File: src/rtl/mem_arb_pkg.sv
// Shared constants and helpers for the multi-port RAM arbiter.
package mem_arb_pkg;

    localparam int MODE_RR    = 0;  // round-robin arbitration
    localparam int MODE_FIXED = 1;  // fixed priority, lowest index wins

    localparam int DEF_ADDR_W = 12;
    localparam int DEF_DATA_W = 32;

    // Width of a port index; kept at one bit minimum so single-port builds stay legal.
    function automatic int port_idx_w(input int num_ports);
        return (num_ports > 1) ? $clog2(num_ports) : 1;
    endfunction

endpackage

File: src/rtl/rr_arbiter.sv
// One-hot arbiter: round-robin with a rotating pointer, or fixed lowest-index priority.
module rr_arbiter
    import mem_arb_pkg::*;
#(
    parameter int NUM_PORTS = 2,
    parameter int MODE      = MODE_RR
) (
    input  logic                 clock,
    input  logic                 reset,
    input  logic [NUM_PORTS-1:0] req,
    output logic [NUM_PORTS-1:0] grant
);

    localparam int                   PTR_W = port_idx_w(NUM_PORTS);
    localparam logic [NUM_PORTS-1:0] ONE   = NUM_PORTS'(1);

    logic [PTR_W-1:0]     ptr_q;
    logic [PTR_W-1:0]     ptr_d;
    logic [NUM_PORTS-1:0] eligible;
    logic [NUM_PORTS-1:0] masked;
    logic [NUM_PORTS-1:0] pick_src;

    // Lowest requester at or above the pointer wins; if none, wrap to the lowest requester overall.
    always_comb begin
        if (MODE == MODE_FIXED) begin
            eligible = '1;
        end else begin
            eligible = ~((ONE << ptr_q) - ONE);
        end
        masked   = req & eligible;
        pick_src = (|masked) ? masked : req;
        grant    = pick_src & (~pick_src + ONE);
        if (!reset) begin
            grant = '0;
        end
    end

    // Move the pointer just past the winner; hold it when nothing is granted.
    always_comb begin
        ptr_d = ptr_q;
        if (MODE != MODE_FIXED) begin
            for (int i = 0; i < NUM_PORTS; i++) begin
                if (grant[i]) begin
                    ptr_d = (i == NUM_PORTS - 1) ? '0 : PTR_W'(i + 1);
                end
            end
        end
    end

    // Pointer register; port 0 has top priority after reset.
    always_ff @(posedge clock or negedge reset) begin
        if (!reset) begin
            ptr_q <= '0;
        end else begin
            ptr_q <= ptr_d;
        end
    end

endmodule

File: src/rtl/mem_arbiter.sv
// Shares one single-port synchronous RAM among NUM_PORTS requesters with tagged read responses.
module mem_arbiter
    import mem_arb_pkg::*;
#(
    parameter int NUM_PORTS = 2,
    parameter int ADDR_W    = DEF_ADDR_W,
    parameter int DATA_W    = DEF_DATA_W,
    parameter int MODE      = MODE_RR
) (
    input  logic                        clock,
    input  logic                        reset,
    input  logic [NUM_PORTS-1:0]        req_valid,
    input  logic [NUM_PORTS-1:0]        req_wren,
    input  logic [NUM_PORTS*ADDR_W-1:0] req_addr,
    input  logic [NUM_PORTS*DATA_W-1:0] req_data,
    output logic [NUM_PORTS-1:0]        req_ready,
    output logic [NUM_PORTS-1:0]        rsp_valid,
    output logic [DATA_W-1:0]           rsp_data,
    output logic [ADDR_W-1:0]           mem_address,
    output logic [DATA_W-1:0]           mem_data,
    output logic                        mem_wren,
    input  logic [DATA_W-1:0]           mem_q
);

    localparam int PTR_W = port_idx_w(NUM_PORTS);

    logic             rsp_pend_q;
    logic             rsp_pend_d;
    logic [PTR_W-1:0] rsp_port_q;
    logic [PTR_W-1:0] rsp_port_d;

    rr_arbiter #(
        .NUM_PORTS (NUM_PORTS),
        .MODE      (MODE)
    ) u_arb (
        .clock (clock),
        .reset (reset),
        .req   (req_valid),
        .grant (req_ready)
    );

    // Steer the granted port onto the RAM; an idle cycle drives all zeros.
    always_comb begin
        mem_address = '0;
        mem_data    = '0;
        mem_wren    = 1'b0;
        for (int i = 0; i < NUM_PORTS; i++) begin
            if (req_ready[i]) begin
                mem_address = req_addr[i*ADDR_W +: ADDR_W];
                mem_data    = req_data[i*DATA_W +: DATA_W];
                mem_wren    = req_wren[i];
            end
        end
    end

    // Remember which port owns the RAM output on the next cycle (reads only).
    always_comb begin
        rsp_pend_d = 1'b0;
        rsp_port_d = rsp_port_q;
        for (int i = 0; i < NUM_PORTS; i++) begin
            if (req_ready[i] && !req_wren[i]) begin
                rsp_pend_d = 1'b1;
                rsp_port_d = PTR_W'(i);
            end
        end
    end

    // Response tag registers; reset drops any read still in flight.
    always_ff @(posedge clock or negedge reset) begin
        if (!reset) begin
            rsp_pend_q <= 1'b0;
            rsp_port_q <= '0;
        end else begin
            rsp_pend_q <= rsp_pend_d;
            rsp_port_q <= rsp_port_d;
        end
    end

    // Route RAM read data to the tagged port; the shared bus is zero when nobody owns it.
    always_comb begin
        rsp_valid = '0;
        for (int i = 0; i < NUM_PORTS; i++) begin
            rsp_valid[i] = rsp_pend_q && (rsp_port_q == PTR_W'(i));
        end
        rsp_data = rsp_pend_q ? mem_q : '0;
    end

endmodule

File: config.mk
export PLATFORM = sky130hd
export DESIGN_NAME = mem_arbiter
export DESIGN_NICKNAME = d
export VERILOG_FILES = /design/src/rtl/mem_arb_pkg.sv /design/src/rtl/rr_arbiter.sv /design/src/rtl/mem_arbiter.sv
export SDC_FILE = /design/constraint.sdc
export NUM_CORES = 1
export LEC_CHECK = 0
export CAP_MARGIN = 10
export CORE_AREA = 2 2 80 82
export CTS_CLUSTER_SIZE = 40
export DETAILED_ROUTE_END_ITERATION = 10
export DIE_AREA = 0 0 82 84
export GPL_TIMING_DRIVEN = 0
export PLACE_DENSITY = 0.68
export SYNTH_ARGS = -nofsm -noshare
export SYNTH_HDL_FRONTEND = slang
export SYNTH_SLANG_ARGS = --single-unit
File: constraint.sdc
create_clock -name clock -period 1.4 [get_ports clock]
set_input_delay 0.28 -clock clock [delete_from_list [all_inputs] [get_ports clock]]
set_output_delay 0.28 -clock clock [all_outputs]
set_load 0.02 [all_outputs]
==> results of run 1 <==
[routing by layer]
layer,part of all wire (%),track usage (%),vias up
li1,-,-,864
met1,33,15.2,772
met4,1.3,4.55,0
met2,54,29.9,121
met5,0,0,-
met3,12,4.44,6
[sequential cells by signal, summed over array words and instances (netlist names)]
name         flops
rsp_pend_q       1
rsp_port_q       1
u_arb.ptr_q      1
[worst reg2reg max path, delay by kind of cell (launching register included)]
| family | cells | cell delay, ns |
|---|---|---|
| AO/OA/AOI/OAI | 2 | 0.37 |
| buffers and inverters | 3 | 0.38 |
| flip-flops | 1 | 0.41 |
[report_power, final]
group          internal [mW]  switching (mW)  total, mW
Sequential             0.104          0.0155      0.119
Combinational          0.893           0.536       1.43
Clock                  0.195          0.0636      0.258
[cells in the final DEF, fill, tap and decap left out]
master,count
sky130_fd_sc_hd__buf_4,14
sky130_fd_sc_hd__a21o_4,1
sky130_fd_sc_hd__buf_12,2
sky130_fd_sc_hd__buf_8,8
sky130_fd_sc_hd__dfrtp_2,2
sky130_fd_sc_hd__o21bai_1,1
sky130_fd_sc_hd__clkbuf_8,3
sky130_fd_sc_hd__nor2b_1,1
sky130_fd_sc_hd__clkbuf_16,1
sky130_fd_sc_hd__nand2_1,2
sky130_fd_sc_hd__clkbuf_1,1
sky130_fd_sc_hd__and2_1,3
sky130_fd_sc_hd__clkbuf_2,1
sky130_fd_sc_hd__nand2_2,1
sky130_fd_sc_hd__a211oi_2,1
sky130_fd_sc_hd__a21oi_4,1
sky130_fd_sc_hd__and2_4,30
sky130_fd_sc_hd__a22o_1,36
sky130_fd_sc_hd__buf_6,81
sky130_fd_sc_hd__inv_2,1
sky130_fd_sc_hd__o22ai_1,1
sky130_fd_sc_hd__o21ai_0,1
sky130_fd_sc_hd__buf_2,3
sky130_fd_sc_hd__dfrtp_1,1
sky130_fd_sc_hd__buf_16,2
sky130_fd_sc_hd__inv_1,1
sky130_fd_sc_hd__dlygate4sd2_1,1
sky130_fd_sc_hd__inv_8,1
sky130_fd_sc_hd__clkinvlp_4,1
sky130_fd_sc_hd__clkdlybuf4s50_1,122
sky130_fd_sc_hd__a22o_4,9
sky130_fd_sc_hd__clkdlybuf4s15_2,1
sky130_fd_sc_hd__dlygate4sd3_1,1
[cell type report]
type	instances	share of cell area (%)
timing repair buffer	226	65.8
multi-input combinational	88	23.2
buffer	11	4.19
tap	77	2.67
sequential	3	2.15
clock buffer	4	1.25
inverter	3	0.520
timing repair inverter	1	0.208
[how the worst max path moves through the flow]
stage	endpoint	slack, ns	startpoint	cells after the start
floorplan	mem_address[10]	-0.04	u_arb.ptr_q	5
global placement	mem_data[12]	-1.27	reset	6
detailed placement	mem_data[12]	-1.31	reset	6
CTS	mem_data[30]	-0.34	u_arb.ptr_q	6
global route	mem_data[23]	-0.41	u_arb.ptr_q	6
finish	mem_data[23]	-0.36	u_arb.ptr_q	6
[logic make-up (layout without fill, tap and decap cells)]
kind of cell / Yosys count / count (layout) / synth area share, %
buffers and inverters: 14 / 245 / 10.9
AO/OA/AOI/OAI: 51 / 51 / 52.9
flip-flops: 3 / 3 / 9.09
AND/OR/NAND/NOR: 37 / 37 / 27.1
[timing repair]
item / 4_1_cts / 5_1_grt
gates cloned: 4 / 3
setup buffers: 8 / 5
hold buffers: 1 / 0
endpoints found under the setup margin: 82 / 81
hold endpoints to repair: 3 / 0
pin swaps: 9 / 2
gates resized for setup: 442 / 115
==> impl_metrics.sql, run 1 <==
INSERT INTO impl_metrics (metric_group, metric, value, unit) VALUES
('global_route', 'globalRouteTotalUtil', '15.4', '%'),
('layout', 'final_cell_count_no_fill', '413', ''),
('layout', 'areaGrowthSynthToFinish', '337', '%'),
('placed_design', 'place.detailed.hpwl', '4.48', 'mm'),
('timing', 'timing.final.hold_violations', '0', ''),
('run', 'maxCapViolCount', '0', ''),
('power', 'cellLeakagePower', '1.64', 'nW'),
('min_path', 'hold_path_depth', '3', ''),
('routing', 'drt_pass1_iterations', '4', ''),
('worst_setup_path', 'path_cells', 'buf_6, a21oi_4, buf_12, buf_8, a22o_1, buf_6', ''),
('yosys', 'synth-edff-count', '0', ''),
('worst_setup_path', 'required', '1.12', 'ns'),
('placed_design', 'place.gp.congestion', '0.684', ''),
('placed_design', 'dp.cells', '388', ''),
('yosys', 'synth.ff_latch_count', '3', ''),
('timing', 'postLayoutSetupSlackWorst', '-0.360', 'ns'),
('layout', 'multi_input_logic_area', '837', 'sq um'),
('timing', 'final_max_slew_viol_count', '0', ''),
('cts', 'cts-htree-levels', '1', ''),
('floorplanning', 'floorplan.die_area', '6890', 'sq um'),
('layout', 'final_core_utilization', '59.2', '%'),
('placed_design', 'buffer_ports.inserted', '206', ''),
('global_route', 'grt_overflow', '0', ''),
('floorplanning', 'floorplan.initialDensity', '13.5', '%'),
('yosys', 'async_flop_share', '100', '%'),
('routing', 'drc', '0', ''),
('routing', 'postRouteAntennaNets', '0', ''),
('worst_setup_path', 'rr_startpoint', 'u_arb.ptr_q', ''),
('worst_setup_path', 'critPathSlowestCell', 'sky130_fd_sc_hd__dfrtp_2', ''),
('placed_design', 'cell_area_after_placement', '3080', 'sq um'),
('worst_setup_path', 'r2r_slack', '0.15', 'ns'),
('worst_setup_path', 'timing.critical_path.arrival', '1.48', 'ns'),
('layout', 'num-fill-cells', '533', ''),
('timing', 'grt_setup_unrepaired', 'yes', ''),
('cts', 'clock-sinks', '3', ''),
('yosys', 'synth_cells', '105', ''),
('yosys', 'ys_top_cells_by_count', '45 x sky130_fd_sc_hd__a22o_1, 33 x sky130_fd_sc_hd__and2_1, 4 x sky130_fd_sc_hd__buf_2, 4 x sky130_fd_sc_hd__buf_6', ''),
('power', 'totalPowerFinal', '1.81', 'mW'),
('worst_setup_path', 'timing.critical_path.mode_cell', 'sky130_fd_sc_hd__buf_6', ''),
('cts', 'clk_pin_slew', '0.03', 'ns'),
('worst_setup_path', 'worst_setup_path_end_kind', 'output port', ''),
('timing', 'clock-skew-final', '0.00254', 'ns'),
('global_route', 'antenna_found_initial', '0', ''),
('layout', 'ff_latch_area', '77.6', 'sq um'),
('cts', 'cts_inserted_buffers', '3', ''),
('timing', 'slew_worst_pin', '0.178', 'ns'),
('timing', 'timing.slew.headroom', '88.1', '%'),
('cts', 'clkLatencyLatePin', '0.22', 'ns'),
('routing', 'drt_iter0_drc', '18', ''),
('routing', 'vias_per_cell', '4.27', ''),
('yosys', 'synth.cell_area', '826', 'sq um'),
('outcome', 'failed_checks', 'negative setup slack', ''),
('global_route', 'grt_start_max_net_pins', '11', ''),
('yosys', 'synth_flop_cell', 'sky130_fd_sc_hd__dfrtp_1', ''),
('yosys', 'number_of_nets_produced_by_synthesis', '231', ''),
('layout', 'layout-drive-gt1-share', '48.8', '%'),
('floorplanning', 'boundaryPins', '207', ''),
('yosys', 'ys_top_cells_by_area', 'sky130_fd_sc_hd__a22o_1 48%, sky130_fd_sc_hd__and2_1 25%, sky130_fd_sc_hd__dfrtp_1 9.1%', ''),
('timing', 'final-setup-viol-count', '77', ''),
('global_route', 'first_pass_grt_wire_length', '8.31', 'mm'),
('power', 'vdd.ir_drop.worst', '0.260', 'mV'),
('timing', 'timing.final.crit_share', '126', '%'),
('floorplanning', 'coreArea', '6100', 'sq um'),
('worst_setup_path', 'timing.setup.critical_path_class', 'register to output port', ''),
('min_path', 'timing.hold.worst_endpoint', 'u_arb.ptr_q', ''),
('layout', 'num_antenna_cells', '0', ''),
('outcome', 'outcome', 'finished, violations left', ''),
('timing', 'timing.fmax', '0.568', 'GHz'),
('routing', 'wire_per_inst', '14.4', 'microns'),
('yosys', 'yosysSeqAreaShare', '9.09', '%'),
('floorplanning', 'floorplan.die.height', '84', 'microns');
Power figures use the tool's default switching activity.
==> run 2, diff against run 1 <==
--- a/config.mk
+++ b/config.mk
@@ -6,12 +6,12 @@
 export NUM_CORES = 1
 export LEC_CHECK = 0
 export CAP_MARGIN = 10
-export CORE_AREA = 2 2 80 82
+export CORE_AREA = 3 3 78 80
 export CTS_CLUSTER_SIZE = 40
 export DETAILED_ROUTE_END_ITERATION = 10
-export DIE_AREA = 0 0 82 84
+export DIE_AREA = 0 0 81 83
 export GPL_TIMING_DRIVEN = 0
-export PLACE_DENSITY = 0.68
+export PLACE_DENSITY = 0.73
 export SYNTH_ARGS = -nofsm -noshare
 export SYNTH_HDL_FRONTEND = slang
 export SYNTH_SLANG_ARGS = --single-unit
==> impl_metrics.sql, run 2 (synthesis results as in run 1) <==
INSERT INTO impl_metrics (metric_group, metric, value, unit) VALUES
('min_path', 'hold_path_depth', '3', ''),
('min_path', 'hp-start', 'reset', ''),
('floorplanning', 'floorplan.initialDensity', '15.1', '%'),
('routing', 'postRouteAntennaNets', '0', ''),
('worst_setup_path', 'worstReg2RegEnd', 'rsp_port_q', ''),
('timing', 'slew_worst_pin', '0.255', 'ns'),
('worst_setup_path', 'cp-startpoint', 'u_arb.ptr_q', ''),
('power', 'vdd.ir_drop.worst', '0.352', 'mV'),
('timing', 'min_period', '1.73', 'ns'),
('layout', 'layout-drive-gt1-share', '45.9', '%'),
('floorplanning', 'boundaryPins', '207', ''),
('layout', 'most_common_cell_after_layout_fill_and_taps_aside', 'sky130_fd_sc_hd__clkdlybuf4s50_1', ''),
('outcome', 'failed_checks', 'negative setup slack', ''),
('worst_setup_path', 'timing.critical_path.arrival', '1.45', 'ns'),
('placed_design', 'place.gp.congestion', '0.677', ''),
('layout', 'num-fill-cells', '488', ''),
('routing', 'route.met3.wl', '851', 'microns'),
('worst_setup_path', 'rr_startpoint', 'u_arb.ptr_q', ''),
('worst_setup_path', 'timing.setup.critical_path_class', 'register to output port', ''),
('timing', 'timing.fmax', '0.578', 'GHz'),
('routing', 'drt_iter0_drc', '17', ''),
('layout', 'num_antenna_cells', '0', ''),
('timing', 'timing.slew.headroom', '82.9', '%'),
('min_path', 'holdCritPathClass', 'input port to register', ''),
('worst_setup_path', 'setup.worst_path.start_class', 'register', ''),
('floorplanning', 'floorplan.die_area', '6720', 'sq um'),
('routing', 'highest-signal-layer', 'met4', ''),
('placed_design', 'buffer_ports.inserted', '206', ''),
('timing', 'timing.final.crit_share', '124', '%'),
('worst_setup_path', 'worstPathBufferInverterCount', '4', ''),
('worst_setup_path', 'rr_worst_depth', '4', ''),
('worst_setup_path', 'worstPathMaxFanout', '10', ''),
('worst_setup_path', 'timing.critical_path.slowest_cell_delay', '0.39', 'ns'),
('placed_design', 'place.detailed.hpwl', '4.98', 'mm'),
('worst_setup_path', 'path_cells', 'buf_6, a21oi_4, buf_6, buf_6, a22o_1, buf_6', ''),
('layout', 'reg.largest.list', 'rsp_pend_q (1), rsp_port_q (1), u_arb.ptr_q (1)', ''),
('layout', 'areaGrowthSynthToFinish', '320', '%'),
('cts', 'cts-htree-levels', '1', ''),
('timing', 'postLayoutSetupSlackWorst', '-0.330', 'ns'),
('cts', 'cts_root_buf', 'sky130_fd_sc_hd__clkbuf_8', ''),
('power', 'cellLeakagePower', '1.59', 'nW'),
('global_route', 'first_pass_grt_wire_length', '8.65', 'mm'),
('floorplanning', 'fp.dieW', '81', 'microns'),
('min_path', 'timing.hold.worst_endpoint', 'u_arb.ptr_q', ''),
('worst_setup_path', 'required', '1.12', 'ns'),
('timing', 'final_max_slew_viol_count', '0', ''),
('power', 'totalPowerFinal', '1.72', 'mW'),
('outcome', 'outcome', 'finished, violations left', ''),
('global_route', 'globalRouteTotalUtil', '16.1', '%'),
('worst_setup_path', 'critPathTopFamily', 'buffers and inverters', ''),
('cts', 'tritoncts', 'yes', ''),
('floorplanning', 'floorplan.die.height', '83', 'microns'),
('timing', 'clock-skew-final', '0.00229', 'ns'),
('routing', 'metal_1_wl', '1.83', 'mm'),
('worst_setup_path', 'r2r_slack', '0.22', 'ns'),
('cts', 'clk_pin_slew', '0.03', 'ns'),
('worst_setup_path', 'timing.critical_path.mode_cell', 'sky130_fd_sc_hd__buf_6', ''),
('routing', 'met2_length', '3.28', 'mm'),
('power', 'cellPowerDensity', '496', 'nW/um^2'),
('worst_setup_path', 'worst_setup_path_end_kind', 'output port', ''),
('global_route', 'grt_overflow', '0', ''),
('cts', 'cts.path.max_buffers', '2', ''),
('routing', 'wire_per_inst', '15.0', 'microns'),
('worst_setup_path', 'critPathSlowestCell', 'sky130_fd_sc_hd__dfrtp_1', ''),
('layout', 'layout_net_count', '458', ''),
('cts', 'clock-sinks', '3', ''),
('global_route', 'grt_start_max_net_pins', '11', ''),
('layout', 'mostFrequentLayoutCells', '122 x sky130_fd_sc_hd__clkdlybuf4s50_1, 74 x sky130_fd_sc_hd__buf_6, 36 x sky130_fd_sc_hd__a22o_1, 27 x sky130_fd_sc_hd__and2_4, 21 x sky130_fd_sc_hd__buf_4', ''),
('cts', 'cts_inserted_buffers', '3', ''),
('global_route', 'first_global_vias', '1875', ''),
('routing', 'totalWireLength', '6.04', 'mm'),
('floorplanning', 'coreArea', '5470', 'sq um'),
('routing', 'vias', '1759', ''),
('timing', 'timing.final.hold_violations', '0', ''),
('cts', 'clkLatencyLatePin', '0.21', 'ns'),
('routing', 'vias_per_cell', '4.36', ''),
('timing', 'worst_case_hold_slack', '0.515', 'ns'),
('routing', 'drc', '0', ''),
('global_route', 'antenna_found_initial', '0', ''),
('timing', 'final-setup-viol-count', '67', ''),
('floorplanning', 'fp-row-count', '27', ''),
('timing', 'grt_setup_unrepaired', 'yes', ''),
('routing', 'drt_pass1_iterations', '3', ''),
('run', 'maxCapViolCount', '0', '');
-- run 2: what timing repair did --
| item | in CTS | in global routing |
|---|---|---|
| buffers inserted | 9 | 5 |
| gates resized for setup | 455 | 70 |
| cloned | 1 | 3 |
| endpoints found under the setup margin | 81 | 80 |
| pin swaps | 3 | 4 |
| hold buffers | 1 | 0 |
| endpoints found under the hold margin | 3 | 0 |
-- run 2: cell type report --
| class | count | area, sq um | area share (%) |
|---|---|---|---|
| Inverter | 3 | 18.8 | 0.542 |
| Clock buffer | 4 | 45.0 | 1.30 |
| Tap cell | 72 | 90.1 | 2.60 |
| Timing Repair inverter | 1 | 7.51 | 0.217 |
| Timing Repair Buffer | 223 | 2280 | 65.9 |
| Multi-Input combinational cell | 88 | 827 | 23.9 |
| Sequential cell | 3 | 75.1 | 2.17 |
| Buffer | 9 | 118 | 3.39 |
-- run 2: how the worst max path moves through the flow --
stage / endpoint / slack [ns] / cells past startpoint
6_report: mem_data[20] / -0.33 / 6
5_1_grt: mem_address[8] / -0.40 / 6
4_1_cts: mem_data[9] / -0.33 / 6
3_5_place_dp: mem_data[4] / -1.27 / 6
3_3_place_gp: mem_data[8] / -1.25 / 6
2_1_floorplan: mem_address[10] / -0.04 / 5
-- run 2: tightest hold or removal path: cells and delay by family --
kind                   cells  cell delay, ns
buffers and inverters      1            0.21
AND/OR/NAND/NOR            1            0.11
AO/OA/AOI/OAI              1            0.08
-- run 2: per-stage QoR --
step,cell area [sq um],std cells,utilization [%],setup WS [ns],setup TNS (ns)
floorplan,923,105,-,-0.0357,-1.35
global placement,3080,383,56.2,-1.25,-65.97
detailed placement,3080,383,56.2,-1.27,-67.57
CTS,3220,398,58.8,-0.325,-15.72
global route,3470,403,63.3,-0.400,-18.86
finish,3470,403,63.3,-0.330,-14.74
-- run 2: power by group --
part | total (mW) | switching [mW] | leakage (nW) | internal, mW
clock network | 0.253 | 0.0582 | 0.0228 | 0.194
registers | 0.115 | 0.0134 | 0.0369 | 0.102
logic | 1.35 | 0.513 | 1.53 | 0.836
-- run 2: layer usage --
| layer | global-route usage [%] | up-vias |
|---|---|---|
| met3 | 7.81 | 6 |
| met1 | 14.2 | 789 |
| met2 | 31.5 | 110 |
| li1 | - | 854 |
| met4 | 3.69 | 0 |
| met5 | 0 | - |
